### src/rtl/cd_host_regs.sv
// CD block host registers: A-bus decode, HIRQ/HIRQMASK, CR1-CR4, command FSM.
// Optional DTR sector FIFO enabled by defining CD_DTR_FIFO_EN.
module cd_host_regs #(
  parameter int FIFO_DEPTH = 16
) (
  input  logic        CLK,
  input  logic        RST,
  input  logic        CE_R,
  input  logic [25:0] AA,
  input  logic        CS2_N,
  input  logic        RD_N,
  input  logic        WRL_N,
  input  logic        WRU_N,
  input  logic [15:0] DI,
  output logic [15:0] DO,
  output logic        IRQ_N,
  output logic        CMD_VALID,
  input  logic        CMD_READY,
  output logic [63:0] CMD,
  input  logic        RSP_VALID,
  input  logic [63:0] RSP,
  input  logic [15:0] RSP_HIRQ,
  output logic        BUSY,
  input  logic        DATA_WR,
  input  logic [15:0] DATA_IN,
  output logic        DATA_FULL
);

  localparam logic [1:0] S_IDLE = 2'd0;
  localparam logic [1:0] S_PEND = 2'd1;
  localparam logic [1:0] S_BUSY = 2'd2;

  logic [1:0]  state;
  logic        idle_q;
  logic [15:0] hirq, hirq_nx, hirqmask;
  logic [15:0] cr [0:3];
  logic [15:0] cr_upd [0:3];
  logic [15:0] off, rd_val, dtr_head;
  logic [1:0]  lane, cr_idx;
  logic        strobes_idle, start, hit, rd_go, wr_go;
  logic        cr_hit, cr_wr, cmd_go, rsp, drq_set;

  function automatic logic [15:0] merge(input logic [15:0] old,
                                        input logic [15:0] nw,
                                        input logic [1:0]  ln);
    merge = {ln[1] ? nw[15:8] : old[15:8],
             ln[0] ? nw[7:0]  : old[7:0]};
  endfunction

  assign strobes_idle = RD_N & WRL_N & WRU_N;
  assign start  = CE_R & idle_q & ~strobes_idle;
  assign hit    = ~CS2_N & (AA[25:16] == 10'h189);
  assign off    = AA[15:0];
  assign rd_go  = start & hit & ~RD_N;
  assign wr_go  = start & hit & RD_N;
  assign lane   = {~WRU_N, ~WRL_N};
  assign cr_hit = (off == 16'h0018) | (off == 16'h001C) |
                  (off == 16'h0020) | (off == 16'h0024);
  assign cr_idx = 2'(off[5:2] - 4'd6);
  assign cr_wr  = wr_go & cr_hit & (state == S_IDLE);
  assign cmd_go = cr_wr & (cr_idx == 2'd3);
  assign rsp    = CE_R & RSP_VALID;

  assign CMD_VALID = (state == S_PEND);
  assign BUSY      = (state != S_IDLE);

`ifdef CD_DTR_FIFO_EN
  localparam int AW = $clog2(FIFO_DEPTH);
  logic [15:0] mem [FIFO_DEPTH];
  logic [AW-1:0] wp, rp;
  logic [AW:0]   cnt;
  logic          push, pop;

  assign DATA_FULL = (cnt == (AW+1)'(FIFO_DEPTH));
  assign push      = CE_R & DATA_WR & ~DATA_FULL;
  assign pop       = rd_go & (off == 16'h0000) & (cnt != '0);
  assign drq_set   = push & (cnt == '0);
  assign dtr_head  = (cnt != '0) ? mem[rp] : 16'h0000;

  // Sector data storage
  always_ff @(posedge CLK) begin
    if (push) mem[wp] <= DATA_IN;
  end

  // FIFO pointers and occupancy
  always_ff @(posedge CLK or posedge RST) begin
    if (RST) begin
      wp  <= '0;
      rp  <= '0;
      cnt <= '0;
    end else begin
      if (push) wp <= wp + 1'b1;
      if (pop)  rp <= rp + 1'b1;
      cnt <= cnt + (AW+1)'(push) - (AW+1)'(pop);
    end
  end
`else
  logic unused_ok;
  assign unused_ok = ^{DATA_WR, DATA_IN, 32'(FIFO_DEPTH)};
  assign DATA_FULL = 1'b0;
  assign drq_set   = 1'b0;
  assign dtr_head  = 16'h0000;
`endif

  // CR array with the current host write merged in
  always_comb begin
    for (int i = 0; i < 4; i++) cr_upd[i] = cr[i];
    if (cr_wr) cr_upd[cr_idx] = merge(cr[cr_idx], DI, lane);
  end

  // Next HIRQ: host clear first, then hardware sets win
  always_comb begin
    hirq_nx = hirq;
    if (wr_go && off == 16'h0008)
      hirq_nx = hirq & merge(16'hFFFF, DI, lane);
    if (cmd_go) hirq_nx[0] = 1'b0;
    if (rsp) hirq_nx = hirq_nx | RSP_HIRQ | 16'h0001;
    if (drq_set) hirq_nx[1] = 1'b1;
  end

  // Read data mux
  always_comb begin
    rd_val = 16'h0000;
    case (off)
      16'h0000: rd_val = dtr_head;
      16'h0008: rd_val = hirq;
      16'h000C: rd_val = hirqmask;
      16'h0018: rd_val = cr[0];
      16'h001C: rd_val = cr[1];
      16'h0020: rd_val = cr[2];
      16'h0024: rd_val = cr[3];
      default:  rd_val = 16'h0000;
    endcase
  end

  // Strobe edge detect, registers, read data and interrupt
  always_ff @(posedge CLK or posedge RST) begin
    if (RST) begin
      idle_q   <= 1'b1;
      hirq     <= 16'h0001;
      hirqmask <= 16'h0000;
      DO       <= 16'h0000;
      IRQ_N    <= 1'b1;
      CMD      <= 64'h0;
      cr[0]    <= 16'h0043;
      cr[1]    <= 16'h4442;
      cr[2]    <= 16'h4C4F;
      cr[3]    <= 16'h434B;
    end else if (CE_R) begin
      idle_q <= strobes_idle;
      hirq   <= hirq_nx;
      IRQ_N  <= ~|(hirq & hirqmask);
      if (rd_go) DO <= rd_val;
      if (wr_go && off == 16'h000C)
        hirqmask <= merge(hirqmask, DI, lane);
      if (cmd_go)
        CMD <= {cr_upd[0], cr_upd[1], cr_upd[2], cr_upd[3]};
      if (rsp) begin
        cr[0] <= RSP[63:48];
        cr[1] <= RSP[47:32];
        cr[2] <= RSP[31:16];
        cr[3] <= RSP[15:0];
      end else if (cr_wr) begin
        for (int i = 0; i < 4; i++) cr[i] <= cr_upd[i];
      end
    end
  end

  // Command FSM: IDLE -> CMD_PEND -> BUSY -> IDLE
  always_ff @(posedge CLK or posedge RST) begin
    if (RST) begin
      state <= S_IDLE;
    end else if (CE_R) begin
      case (state)
        S_IDLE:  if (cmd_go)    state <= S_PEND;
        S_PEND:  if (CMD_READY) state <= S_BUSY;
        S_BUSY:  if (RSP_VALID) state <= S_IDLE;
        default: state <= S_IDLE;
      endcase
    end
  end

endmodule
### config.mk
export PLATFORM = sky130hd
export DESIGN_NAME = cd_host_regs
export DESIGN_NICKNAME = d
export VERILOG_FILES = /design/src/rtl/cd_host_regs.sv
export SDC_FILE = /design/constraint.sdc
export NUM_CORES = 1
export LEC_CHECK = 0
export ABC_CLOCK_PERIOD_IN_PS = 7100
export BUFFER_PORTS_ARGS = -buffer_cell sky130_fd_sc_hd__buf_2
export CAP_MARGIN = 20
export CORE_MARGIN = 3
export CORE_UTILIZATION = 53
export CTS_CLUSTER_DIAMETER = 200
export DETAILED_ROUTE_END_ITERATION = 8
export GPL_TIMING_DRIVEN = 1
export PLACE_DENSITY = 0.78
export SLEW_MARGIN = 15
export SYNTH_ARGS = -nofsm -noshare
export SYNTH_HDL_FRONTEND = slang
export SYNTH_SLANG_ARGS = --single-unit
### constraint.sdc
create_clock -name CLK -period 7.1 [get_ports CLK]
set_input_delay 0.71 -clock CLK [delete_from_list [all_inputs] [get_ports CLK]]
set_output_delay 0.71 -clock CLK [all_outputs]
set_load 0.02 [all_outputs]
==> reports/results.md <==
| Item | Reported | Unit |
| --- | --- | --- |
| Leak Pwr | 5.30 | nW |
| Register area | 0.00454 | mm^2 |
| Setup repair after global routing missed its margin | false | - |
| Via count of the first global-routing pass | 6990 | - |
| Number of antenna violations at the first check in global routing | 2 | - |
| Synthesis-to-layout area growth | 21.6 | % |
| Switching portion of total power | 25.8 | % |
| Logic pwr share | 10.6 | % |
| Final Slew Violations | 0 | - |
| Cell count after synthesis | 772 | - |
| Via-per-instance ratio | 5.95 | - |
| Total negative slack | 0 | ps |
| Design area | 0.0106 | mm^2 |
| Post-synthesis instance area | 0.00872 | mm^2 |
| Total global routing track utilization | 28.9 | % |
| End point of the critical path | hirq[9] | - |
| Average wire length per cell after detail routing | 21.8 | um |
| Net Count, Synth | 920 | - |
| Critical Path, Cell by Cell | buf_2, buf_4, or4b_2, nor4_4, nand4b_1, or2_2, a22o_1 | - |
| Clock transition at the registers of the reported paths | 70 | ps |
| Worst Skew | 6.58 | ps |
| Maximum number of pins on one net before global-route repair | 105 | - |
| Wire length of the first global-routing pass | 39.7 | mm |
| Cell accounting for the most synthesized area | dfrtp_1 | - |
| Final count of negative-setup-slack endpoints | 0 | - |
| Quantity of gates resized following cts | 0 | - |
| Number of port buffers | 212 | - |
| Clock tree root driver cell | clkbuf_16 | - |
| Register-to-register path setup slack | 4710 | ps |
| Number of antenna diodes | 0 | - |
| Die Footprint | 0.0180 | mm^2 |
| Endpoint type of the worst setup path | register | - |
| Hold violation total from the final report | 0 | - |
| Data arrival time of the critical path | 3620 | ps |
| Worst vdd ir | 0.000180 | V |
| Sequential fraction of design power | 46.6 | % |
| Post-CTS setup buffers | 0 | - |
| Vias after detailed routing | 7092 | - |
| Portion of the clock cycle consumed by the worst path in the final layout | 46.4 | % |
| Worst hold path class | in -> async | - |
| Switching pwr | 0.000627 | W |
| Yosys warnings | 0 | - |
| Reg2reg start | idle_q | - |
| Transition time at the pin with the least slew margin | 1050 | ps |
| Data required time at the worst endpoint | 7430 | ps |
| Worst slew slack as a fraction of its limit | 30.0 | % |
| Terminus of the critical flop-to-flop path | CMD[43] | - |
| Total of fill cells in the finished design | 1245 | - |
| Critical path peak fanout | 41 | - |
| Distinct cell type count of the synthesized netlist | 53 | - |
| Final weighted congestion in routability-driven placement | 0.884 | - |
| Total detailed-routing wirelength | 26.0 | mm |
| Share of flip-flops with an asynchronous set or reset | 100 | % |
| DR pass1 iterations | 5 | - |
| Multi-input gate area in the final layout | 0.00396 | mm^2 |
| Core Area | 0.0160 | mm^2 |
| Flop and latch count out of synthesis | 180 | - |
| Die Y | 134 | um |
| Sequential element share of the synthesized area | 52.0 | % |
| Count of hold-fix buffers inserted at cts | 0 | - |
| Detailed placer's ending HPWL | 18.4 | mm |
| Die W | 134 | um |
| Most frequent cells in the layout | buf_2, dfrtp_1, nand2_1 | - |
| Clock Path Buffers | 2 | - |
| Minimum period implied by the final worst setup slack | 3300 | ps |
| Most common cell after layout, fill and taps aside | buf_2 | - |
| Power density relative to cell area | 229 | mW/mm^2 |
| Standard cell with the maximum stage delay on the critical path | or4b_2 | - |
| Num CTS Buffers | 17 | - |
| CP max stage delay | 770 | ps |
| Clock tree from TritonCTS | built | - |
| Number of synthesized flops with an enable pin | 0 | - |
| Internal power summed over all cells | 0.00180 | W |
| Dpl cell area | 0.00995 | mm^2 |
| Critical Setup Path Class | in -> reg | - |
| Post-synthesis average cell area | 11.3 | um^2 |
| Final net count | 1110 | - |
| Top-area cell type share of the netlist area | 44.5 | % |
| Cells taking the most area after synthesis | dfrtp_1, mux2_2, mux2i_1 | - |
| R2R depth | 5 | - |
| Main synth FF type | dfrtp_1 | - |
| Maximum capacitance violations | 0 | - |
| Initial standard-cell utilization of the core | 54.5 | % |
| Outcome | finished, final reports clean | - |
| Insertion delay of the later-clocked pin in the worst-skew pair | 440 | ps |
| Fraction of layout instances using a drive strength above 1 | 40.1 | % |
| H-tree Lvls | 4 | - |
| Clock net sink count | 180 | - |
| Remaining design rule violation count | 0 | - |
| Crit path launch | AA[2] | - |
| Launching element type of the critical path | input pin | - |
| Fmax | 303 | MHz |
| Site Rows | 46 | - |
| Overflow left after global routing | 0 | - |
| Violation count after the first detailed-routing iteration | 576 | - |
| Share of power burned in the clock network | 42.9 | % |
| Number of antenna-violating nets in the routed design | 0 | - |
| Top Ports | 232 | - |
[flip-flops by register name, indices dropped and copies added (netlist names)]
register and flops:
DO 16, hirq 16, idle_q 1, state 2
cr 64, hirqmask 16, CMD 64, IRQ_N 1
[power by group through the flow]
stage                     logic [W]  clock network (W)  registers (W)
after detailed placement   0.000254                  0        0.00115
after CTS                  0.000256            0.00104        0.00113
after global placement     0.000250                  0        0.00115
final                      0.000257            0.00104        0.00113
after global routing       0.000279            0.00109        0.00114
after floorplan            0.000147                  0        0.00113
[metrics by stage]
| step | utilization, % | total power (W) | hold slack (ps) | instances | worst slack (ps) |
|---|---|---|---|---|---|
| 2_1_floorplan | - | 0.00128 | 455 | 772 | 1540 |
| 3_3_place_gp | 62.2 | 0.00139 | 463 | 1158 | 3420 |
| 3_5_place_dp | 62.2 | 0.00140 | 468 | 1158 | 3400 |
| 4_1_cts | 66.2 | 0.00243 | 462 | 1190 | 3860 |
| 5_1_grt | 66.3 | 0.00250 | 472 | 1191 | 3620 |
| 6_report | 66.3 | 0.00243 | 421 | 1191 | 3800 |
[final cells by class]
cell class / instances / share of cell area [%]
well taps: 216 / 2.55
repair buffers: 222 / 10.7
inverters: 15 / 0.578
multi-input cells: 526 / 37.3
clock inverters: 13 / 1.82
clock buffers: 19 / 4.27
flip-flops and latches: 180 / 42.8
[per-layer routing]
metal / track usage, % / part of all wire, %
met3: 7.95 / 8.8
met1: 39.7 / 42
met2: 43.8 / 45
met4: 11.4 / 4.0
met5: 0 / 0.062
[how the worst min path moves through the flow]
| stage | start | endpoint |
|---|---|---|
| global route | RSP_HIRQ[3] | hirq[3] |
| finish | RST | CMD[10] |
| floorplan | idle_q | idle_q |
| CTS | RSP_HIRQ[12] | hirq[12] |
| global placement | CMD[15] | CMD[15] |
| detailed placement | DO[7] | DO[7] |
[worst max-delay path, delay by kind of cell]
family | cells | cell delay, ps
AND/OR/NAND/NOR | 4 | 2310
AO/OA/AOI/OAI | 1 | 180
buffers and inverters | 2 | 400
[Yosys cell counts (all sizes together), types with 9 or more instances]
cell type and n:
nand2 116, mux2 94, mux2i 72, a22o 9
a221o 12, inv 15, nand2b 11, dfrtp 155
o211a 10, a22oi 10, clkbuf 47, o221ai 13
nor4 9, dfstp 25, and3 11, o21ai 83
[kinds of logic after synthesis]
kind of cell	count (synthesis)	synth area share (%)
and+or+nand+nor	200	12.0
AOI/OAI and AO/OA	158	12.3
DFF	180	52.0
other	1	0.0430
buffers and inverters	66	2.97
muxes	167	20.7
No activity file was read; power rests on OpenSTA's default activity.
